==> config.mk <==
export PLATFORM = sky130hd
export DESIGN_NAME = axi_multi_timer
export DESIGN_NICKNAME = d
export VERILOG_FILES = /design/src/rtl/axi_multi_timer_pkg.sv /design/src/rtl/axi_multi_timer_channel.sv /design/src/rtl/axi_multi_timer.sv
export SDC_FILE = /design/constraint.sdc
export NUM_CORES = 1
export LEC_CHECK = 0
export BUFFER_PORTS_ARGS = -buffer_cell sky130_fd_sc_hd__clkbuf_2
export CAP_MARGIN = 20
export CELL_PAD_IN_SITES_DETAIL_PLACEMENT = 1
export CELL_PAD_IN_SITES_GLOBAL_PLACEMENT = 2
export CORE_ASPECT_RATIO = 0.7
export CORE_MARGIN = 1.5
export CORE_UTILIZATION = 43
export DETAILED_ROUTE_END_ITERATION = 7
export PLACE_DENSITY_LB_ADDON = 0.1
export SLEW_MARGIN = 5
export SYNTH_ARGS = -nofsm -noshare
export SYNTH_HDL_FRONTEND = slang
export SYNTH_SLANG_ARGS = --single-unit
==> constraint.sdc <==
create_clock -name clk -period 6.43 [get_ports clk]
set_input_delay 0.9645 -clock clk [delete_from_list [all_inputs] [get_ports clk]]
set_output_delay 0.9645 -clock clk [all_outputs]
set_load 0.03 [all_outputs]
==> src/rtl/axi_multi_timer_pkg.sv <==
// Shared definitions for axi_multi_timer: register map, CTRL bit positions,
// response codes and the address decoder used by the write and read paths.
package axi_multi_timer_pkg;

  localparam logic [3:0] OFF_CTRL     = 4'h0;
  localparam logic [3:0] OFF_COUNT    = 4'h4;
  localparam logic [3:0] OFF_PRESCALE = 4'h8;
  localparam logic [3:0] OFF_COMPARE  = 4'hC;
  localparam logic [8:0] ADDR_STATUS  = 9'h100;

  localparam int CTRL_EN          = 0;
  localparam int CTRL_CLR         = 1;
  localparam int CTRL_AUTO_RELOAD = 2;
  localparam int CTRL_IRQ_EN      = 3;

  localparam logic [1:0] RESP_OKAY   = 2'b00;
  localparam logic [1:0] RESP_SLVERR = 2'b10;

  typedef enum logic [2:0] {
    SEL_NONE,
    SEL_CTRL,
    SEL_COUNT,
    SEL_PRESCALE,
    SEL_COMPARE,
    SEL_STATUS
  } reg_sel_e;

  typedef struct packed {
    reg_sel_e   sel;
    logic [3:0] ch;
  } reg_dec_t;

  // SEL_NONE marks any unmapped offset or a channel index beyond num_ch.
  function automatic reg_dec_t decode_addr(input logic [8:0] addr, input int num_ch);
    reg_dec_t d;
    d.sel = SEL_NONE;
    d.ch  = addr[7:4];
    if (addr == ADDR_STATUS) begin
      d.sel = SEL_STATUS;
    end else if (!addr[8] && (int'(addr[7:4]) < num_ch)) begin
      case (addr[3:0])
        OFF_CTRL:     d.sel = SEL_CTRL;
        OFF_COUNT:    d.sel = SEL_COUNT;
        OFF_PRESCALE: d.sel = SEL_PRESCALE;
        OFF_COMPARE:  d.sel = SEL_COMPARE;
        default:      d.sel = SEL_NONE;
      endcase
    end
    return d;
  endfunction

endpackage

==> src/rtl/axi_multi_timer_channel.sv <==
// One timer channel: prescaler, counter with wrap or auto-reload, and a
// single-cycle match pulse when the counter equals COMPARE on a tick.
module timer_channel #(
  parameter int CNT_W = 32
) (
  input  logic             clk,
  input  logic             rst,
  input  logic             en,
  input  logic             auto_reload,
  input  logic             clr,
  input  logic [CNT_W-1:0] prescale,
  input  logic [CNT_W-1:0] compare,
  output logic [CNT_W-1:0] count,
  output logic             match
);

  logic [CNT_W-1:0] pre_cnt;
  logic             tick;

  assign tick  = en && (pre_cnt == prescale);
  assign match = tick && !clr && (count == compare);

  // A clear on the write edge overrides any tick landing on the same edge.
  always_ff @(posedge clk) begin
    if (rst) begin
      pre_cnt <= '0;
      count   <= '0;
    end else if (clr) begin
      pre_cnt <= '0;
      count   <= '0;
    end else if (en) begin
      if (tick) begin
        pre_cnt <= '0;
        count   <= (match && auto_reload) ? '0 : count + 1'b1;
      end else begin
        pre_cnt <= pre_cnt + 1'b1;
      end
    end
  end

endmodule

==> src/rtl/axi_multi_timer.sv <==
// AXI4-Lite multi-channel timer. STATUS, per-channel IRQ_EN and irq exist
// only when AXI_MULTI_TIMER_IRQ_EN is defined; otherwise irq is tied low.
module axi_multi_timer
  import axi_multi_timer_pkg::*;
#(
  parameter int NUM_CH = 4,
  parameter int CNT_W  = 32
) (
  input  logic        clk,
  input  logic        rst,
  input  logic [31:0] s_awaddr,
  input  logic        s_awvalid,
  output logic        s_awready,
  input  logic [31:0] s_wdata,
  input  logic [3:0]  s_wstrb,
  input  logic        s_wvalid,
  output logic        s_wready,
  output logic        s_bvalid,
  output logic [1:0]  s_bresp,
  input  logic        s_bready,
  input  logic [31:0] s_araddr,
  input  logic        s_arvalid,
  output logic        s_arready,
  output logic [31:0] s_rdata,
  output logic [1:0]  s_rresp,
  output logic        s_rvalid,
  input  logic        s_rready,
  output logic        irq
);

`ifdef AXI_MULTI_TIMER_IRQ_EN
  localparam logic [3:0] CTRL_MASK = 4'b1101;
`else
  localparam logic [3:0] CTRL_MASK = 4'b0101;
`endif

  logic [3:0]       ctrl_q     [NUM_CH];
  logic [CNT_W-1:0] prescale_q [NUM_CH];
  logic [CNT_W-1:0] compare_q  [NUM_CH];
  logic [CNT_W-1:0] count      [NUM_CH];
  logic [NUM_CH-1:0] match;
  logic [NUM_CH-1:0] clr;

  logic        wr_fire;
  logic        rd_fire;
  reg_dec_t    wr_dec;
  reg_dec_t    rd_dec;
  logic [31:0] rd_word;
  logic [1:0]  rd_resp;
  logic        unused_addr;

  function automatic logic [CNT_W-1:0] lane_merge(input logic [CNT_W-1:0] old,
                                                  input logic [31:0]      data,
                                                  input logic [3:0]       strb);
    logic [CNT_W-1:0] r;
    for (int i = 0; i < CNT_W; i++) begin
      r[i] = strb[i/8] ? data[i] : old[i];
    end
    return r;
  endfunction

  assign s_awready   = 1'b1;
  assign s_wready    = 1'b1;
  assign s_arready   = 1'b1;
  assign unused_addr = ^{s_awaddr[31:9], s_araddr[31:9]};

  assign wr_fire = s_awvalid && s_wvalid && !s_bvalid;
  assign rd_fire = s_arvalid && !s_rvalid;
  assign wr_dec  = decode_addr(s_awaddr[8:0], NUM_CH);
  assign rd_dec  = decode_addr(s_araddr[8:0], NUM_CH);

  always_comb begin
    clr = '0;
    for (int n = 0; n < NUM_CH; n++) begin
      clr[n] = wr_fire && (wr_dec.sel == SEL_CTRL) && (wr_dec.ch == 4'(n)) &&
               s_wstrb[0] && s_wdata[CTRL_CLR];
    end
  end

  // CLR is a strobe only, so it is masked out of the stored CTRL value.
  always_ff @(posedge clk) begin
    if (rst) begin
      for (int n = 0; n < NUM_CH; n++) begin
        ctrl_q[n]     <= '0;
        prescale_q[n] <= '0;
        compare_q[n]  <= '0;
      end
    end else if (wr_fire) begin
      for (int n = 0; n < NUM_CH; n++) begin
        if (wr_dec.ch == 4'(n)) begin
          case (wr_dec.sel)
            SEL_CTRL:     if (s_wstrb[0]) ctrl_q[n] <= s_wdata[3:0] & CTRL_MASK;
            SEL_PRESCALE: prescale_q[n] <= lane_merge(prescale_q[n], s_wdata, s_wstrb);
            SEL_COMPARE:  compare_q[n]  <= lane_merge(compare_q[n], s_wdata, s_wstrb);
            default:      ;
          endcase
        end
      end
    end
  end

  for (genvar n = 0; n < NUM_CH; n++) begin : g_ch
    timer_channel #(
      .CNT_W(CNT_W)
    ) u_ch (
      .clk         (clk),
      .rst         (rst),
      .en          (ctrl_q[n][CTRL_EN]),
      .auto_reload (ctrl_q[n][CTRL_AUTO_RELOAD]),
      .clr         (clr[n]),
      .prescale    (prescale_q[n]),
      .compare     (compare_q[n]),
      .count       (count[n]),
      .match       (match[n])
    );
  end

`ifdef AXI_MULTI_TIMER_IRQ_EN
  logic [NUM_CH-1:0] status_q;
  logic [NUM_CH-1:0] irq_en;
  logic              status_wr;

  assign status_wr = wr_fire && (wr_dec.sel == SEL_STATUS);

  always_comb begin
    irq_en = '0;
    for (int n = 0; n < NUM_CH; n++) begin
      irq_en[n] = ctrl_q[n][CTRL_IRQ_EN];
    end
  end

  // A match on the same edge as a W1C write keeps the bit set.
  always_ff @(posedge clk) begin
    if (rst) begin
      status_q <= '0;
    end else begin
      for (int n = 0; n < NUM_CH; n++) begin
        if (match[n]) begin
          status_q[n] <= 1'b1;
        end else if (status_wr && s_wstrb[0] && s_wdata[n]) begin
          status_q[n] <= 1'b0;
        end
      end
    end
  end

  assign irq = |(status_q & irq_en);
`else
  logic unused_match;
  assign unused_match = ^match;
  assign irq          = 1'b0;
`endif

  always_comb begin
    rd_word = '0;
    rd_resp = RESP_OKAY;
    if (rd_dec.sel == SEL_NONE) begin
      rd_resp = RESP_SLVERR;
    end else if (rd_dec.sel == SEL_STATUS) begin
`ifdef AXI_MULTI_TIMER_IRQ_EN
      rd_word = 32'(status_q);
`endif
    end else begin
      for (int n = 0; n < NUM_CH; n++) begin
        if (rd_dec.ch == 4'(n)) begin
          case (rd_dec.sel)
            SEL_CTRL:     rd_word = 32'(ctrl_q[n]);
            SEL_COUNT:    rd_word = 32'(count[n]);
            SEL_PRESCALE: rd_word = 32'(prescale_q[n]);
            SEL_COMPARE:  rd_word = 32'(compare_q[n]);
            default:      rd_word = '0;
          endcase
        end
      end
    end
  end

  always_ff @(posedge clk) begin
    if (rst) begin
      s_bvalid <= 1'b0;
      s_bresp  <= RESP_OKAY;
    end else if (wr_fire) begin
      s_bvalid <= 1'b1;
      s_bresp  <= (wr_dec.sel == SEL_NONE) ? RESP_SLVERR : RESP_OKAY;
    end else if (s_bvalid && s_bready) begin
      s_bvalid <= 1'b0;
    end
  end

  always_ff @(posedge clk) begin
    if (rst) begin
      s_rvalid <= 1'b0;
      s_rdata  <= '0;
      s_rresp  <= RESP_OKAY;
    end else if (rd_fire) begin
      s_rvalid <= 1'b1;
      s_rdata  <= rd_word;
      s_rresp  <= rd_resp;
    end else if (s_rvalid && s_rready) begin
      s_rvalid <= 1'b0;
    end
  end

endmodule
# Yosys cells after proc, flatten, opt, wreduce, memory -nomap -nowiden
# Memory sizes are Yosys's and may differ from the RTL's.
# Index checks and enable logic that the tools add are counted.
# op_classes
addsub	8
magnitude_cmp	2
n_eq_ne	30
muxes	352
bitwise	12
reduce_logical	60
# op_table
op	count
$mux 32	22
$pmux 32 s4	4
$mux 1	314
$add 32x1->32 const B	8
$eq 32x32->1	8
$logic_and 1x1->1	36
$pmux 3 s4	2
$eq 9x9->1 const B	2
$eq 4x2->1 const B	4
$eq 4x4->1 const B	4
$logic_not 4->1	4
$mux 2	6
$mux 3	4
$or 1x1->1	12
$eq 3x2->1 const B	3
$eq 3x3->1 const B	3
$eq 4x1->1 const B	2
$eq 4x3->1 const B	2
$logic_not 1->1	8
$lt 4x3->1 const B	2
$reduce_and 2->1	4
$reduce_or 2->1	4
$eq 3x1->1 const B	2
$logic_not 3->1	2
$reduce_bool 2->1	2
# totals
regBits	294
mem_bits_rw	264
inputBits	107
out_inout_bits	42
elab_cells	480
memories	3
# mem_list
memory	words	width	read_ports	rd_ports_with_merged_regs	write_ports	line	source
compare_q	4	32	4	0	4	axi_multi_timer.sv:39	logic [CNT_W-1:0] compare_q [NUM_CH];
prescale_q	4	32	4	0	4	axi_multi_timer.sv:38	logic [CNT_W-1:0] prescale_q [NUM_CH];
ctrl_q	4	2	4	0	4	axi_multi_timer.sv:37	logic [3:0] ctrl_q [NUM_CH];

# Longest topological paths before layout
# depth
word_depth	14
depth_mapped	10
ltp_nobuf	7

# Modules after synthesis
# A second synthesis with hierarchy kept.
# unflattened
cells_unflattened	3226
hier_area_um2	32240.9
# by_module_without_submodules
module	instances	cells_per_inst	area_per_inst_um2
axi_multi_timer	1	1200	15254.6
timer_channel at g_ch[0].u_ch ...	2	500	4247.8
timer_channel at g_ch[2].u_ch ...	2	513	4245.3

# Worst setup path before layout
# No wires, ideal clock.
# synth_path
path_type	input to register
start	in s_wstrb[0]
end	reg g_ch[2].u_ch.pre_cnt[22]
setup_time_ps	128
arrival_ps	2840
slack_ps	3462
cell_stages	10
cell_sequence	clkbuf_1 nor3b_1 and4_1 clkbuf_1 nor2b_1 a21oi_1 o21ai_0 clkbuf_1 clkbuf_1 nor2_1
# synth_between
elab_chain_cells	3
# synth_lines
item	line	source
start: declaration	axi_multi_timer.sv:15	input logic [3:0] s_wstrb,
$logic_and 1x1->1	axi_multi_timer.sv:75	clr[n] = wr_fire && (wr_dec.sel == SEL_CTRL) && (wr_dec.ch == 4'(n)) &&
$logic_and 1x1->1	axi_multi_timer.sv:76	s_wstrb[0] && s_wdata[CTRL_CLR];
$reduce_or 2->1 (no source line)	-	
end signal: assignment	axi_multi_timer_channel.sv:36	pre_cnt <= pre_cnt + 1'b1;
end: declaration	axi_multi_timer_channel.sv:17	logic [CNT_W-1:0] pre_cnt;
# No other way between the ends.
# A chain may end at the register's enable or synchronous reset.

==> results.md <==
* Status: complete, no violations
* CTS buffer count at 59
* Setup violations, final at 0
* Num ports at 149
* GRT met1 Usage at ~50%
* Crit-path slowest cell: or3_1
* Gr usage total at 32.7%
* Crit Path Max Fanout at 21
* # rows at 80
* LEAKAGE at 12.4 nW
* Yosys cell types at 63
* Final hold slack at 0.453 ns
* Multi-input logic area at around 0.015 mm²
* Hold Crit Depth at 2
* Top Usage Layer GRT: met1
* Synthesized area per cell at 9.52 µm²
* Resized cells post-CTS at 0
* Initial antenna violation count at 20
* Hold_sp: s_rdata[23]$_SDFFE_PP0P_
* H-tree levels at 2
* Most frequent cells in the layout: 299 x xor2_1, 292 x dfxtp_1, 279 x and2_1
* WS Path Type: reg -> reg
* Top cell type's share of synthesized area at between 20% and 30%
* Post-DRT Antenna Nets at 0
* Starting DRT DRC Count at approximately 3000
* Initial core utilization at 43.6%
* Largest net degree at the start of global routing at 70
* Final Critical Period at roughly 3.7 ns
* CTS tree: done
* Post-CTS Hold Fix Bufs at 0
* Slew at the pin with the worst max-slew slack at between 1 and 1.5 ns
* Startpoint types: flop
* Async S/R FF share, synth at 0%
* R2R depth at 7
* CP startpoint: prescale_q[1][26]$_SDFFCE_PN0P_
* Most common cell after layout, fill and taps aside: xor2_1
* Met3 Track Usage GR at 6.07%
* Top cell type by total area after synthesis: edfxtp_1
* RD Place Congestion at ~0.97
* Slew Limit Fails at 0
* F_max at between 200 and 300 MHz
* Layout cell share with drive strength beyond 1 at roughly a tenth
* Num Clock Sinks at roughly 560
* Routed length per instance at 28.9 µm
* Peak VDD IR at about 0.19 mV
* PortBufs at 96
* Root Driver: clkbuf_16
* Die area at just over 0.07 mm²
* Reg clk slew, reported paths at around 0.06 ns
* CP arrival at 4.19 ns
* Global-route wire length before repair at 170000 µm
* Post-synth EDFFs at 264
* # nets final at roughly 3200
* Vias/cell at approximately 6.2
* Met2 Resource Use GR at ~46%
* Die height at 223 µm
* Reg2reg setup slack at 2.76 ns
* DIE WIDTH at 318 µm
* Slew HR at around a quarter
* DR pass1 iterations at 6
* WP data required at between 6 and 7 ns
* Syn-to-layout area delta at 11.1%
* Syn Inst Count at between 3000 and 4000
* Reg2Reg Capture Point: g_ch[1].u_ch.count[24]$_SDFFE_PP0P_
* Mapped cell area at around 0.03 mm²
* CP max stage delay at between 0.7 and 0.8 ns
* Max clock buf depth at 3
* #FFs+latches synth at ~560
* Post-synthesis sequential area ratio at between 40% and 50%
* Vias at 25463
* Synth warnings at 0
* Vias in the first global route at roughly 25000
* Residual DRC at 0
* Fill count at roughly 7600
* Class of the worst hold path: reg -> reg
* Unrepaired setup endpoints after global routing: no
* Cell Chain, Critical Path: xor2_1, nor3_1, nand3_1, or3_1, o21ai_2, buf_8, a21oi_1
* WHS Endpoint: s_rdata[23]$_SDFFE_PP0P_
* Fin Setup TNS at 0 ns
* Routed WL at ~120000 µm
* Max-cap viol count at 0
* Final core area utilization at around half
* Crit share post-route at a little under three fifths
* Setup Fix Bufs, Post-CTS at 0
* Main synth FF type: dfxtp_1
* Grt ovf at 0
* HPWL after DPL at ~87000 µm
* Storage element area at between 0.01 and 0.015 mm²
* Clk_lat worst skew at around 0.65 ns
* Reg2Reg Launch Point: prescale_q[1][26]$_SDFFCE_PN0P_
* CP top delay family: simple AND/OR/NAND/NOR gates
* Ranking of synthesized cells by area: edfxtp_1 27%, dfxtp_1 20%, xor2_1 8.8%
* Core area at roughly 0.068 mm²
* CP bufs+invs at 1
* Final Hold Vio Count at 0
* Clock Skews at roughly 0.030 ns
* Pwr dens at 235 mW/mm²
* Worst Setup End Kind: flop
routing by layer:
layer | wire, µm | part of all wire [%]
met1 | 54800 | 46
met2 | 47900 | 40
met3 | 11800 | 10
met4 | 3800 | 3.2
met5 | 0 | 0
stage by stage:
stage          setup slack, ns  power [mW]  instance area (µm²)  instances
6_report                  2.76        7.78                33100       4090
5_1_grt                   2.66        7.96                33100       4083
4_1_cts                   2.78        7.79                33000       4078
3_5_place_dp              2.17        4.31                31100       3968
3_3_place_gp              2.26        4.30                31000       3965
2_1_floorplan             3.46        4.08                29800       3133
worst register-to-register path: cells and delay by family (launching register included):
family	cells	cell delay, ns
and+or+nand+nor	3	1.88
AOI/OAI and AO/OA	2	0.80
DFF	1	0.46
buffers and inverters	1	0.24
xor gates and xnor gates	1	0.19
cells by family after synthesis:
| group | count (synthesis) | synth area share [%] |
|---|---|---|
| fa+ha+maj | 8 | 0.336 |
| compound gates | 430 | 9.20 |
| other cells | 2 | 0.0252 |
| xor+xnor | 460 | 13.5 |
| mux | 86 | 3.20 |
| flops | 556 | 46.2 |
| simple gates | 1344 | 24.3 |
| buf+inv | 243 | 3.19 |
worst max-delay path by stage:
stage	end	slack (ns)	depth (start not counted)
6_report	g_ch[1].u_ch.count[24]$_SDFFE_PP0P_	2.76	7
3_5_place_dp	s_rdata[14]$_SDFFE_PP0P_	2.17	8
2_1_floorplan	g_ch[2].u_ch.pre_cnt[22]$_SDFFE_PP0P_	3.46	10
5_1_grt	g_ch[1].u_ch.count[30]$_SDFFE_PP0P_	2.66	7
4_1_cts	g_ch[1].u_ch.pre_cnt[11]$_SDFFE_PP0P_	2.78	6
3_3_place_gp	s_rdata[15]$_SDFFE_PP0P_	2.26	8
cells in the mapped netlist, types with 5 or more instances:
cell type	instances
o22ai_1	5
o21ai_0	71
inv_1	36
mux2_2	64
o211ai_1	14
and3_1	58
nand4_1	103
edfxtp_1	264
or3_1	35
buf_4	6
o31ai_1	11
a22oi_1	108
nor4b_1	8
or4_1	12
xor2_1	299
nand2_1	190
mux2i_1	21
nor2b_1	9
a21o_1	33
xnor2_1	161
a31oi_1	17
buf_2	12
o21ai_1	10
nor3_1	29
o221ai_1	16
and2_1	279
and4_1	19
nand2b_1	23
nand4b_1	9
or2_2	6
nand3_1	112
a221oi_1	5
buf_1	16
clkbuf_1	173
nor2_1	283
ha_1	8
dfxtp_1	292
a21oi_1	122
nor4_1	147
cell type report:
class / instances / area share, %
multi-input cells: 2334 / 45.9
flip-flops and latches: 556 / 41.6
clock buffers: 82 / 5.09
well taps: 902 / 3.41
repair buffers: 145 / 2.81
clock inverters: 28 / 0.730
inverters: 36 / 0.408
diodes: 7 / 0.0529
sequential cells by signal (all words and copies together) (netlist names), 8 cells and up:
register and flops:
compare_q 128, g_ch.u_ch.count 128, g_ch.u_ch.pre_cnt 128, prescale_q 128, s_rdata 32, ctrl_q 8
report_power, final:
group / switching [mW] / internal (mW)
Combinational: 0.340 / 0.118
Clock: 1.54 / 1.98
Sequential: 0.0551 / 3.75
Total: 1.94 / 5.85
(Power assumes the default switching activity.)
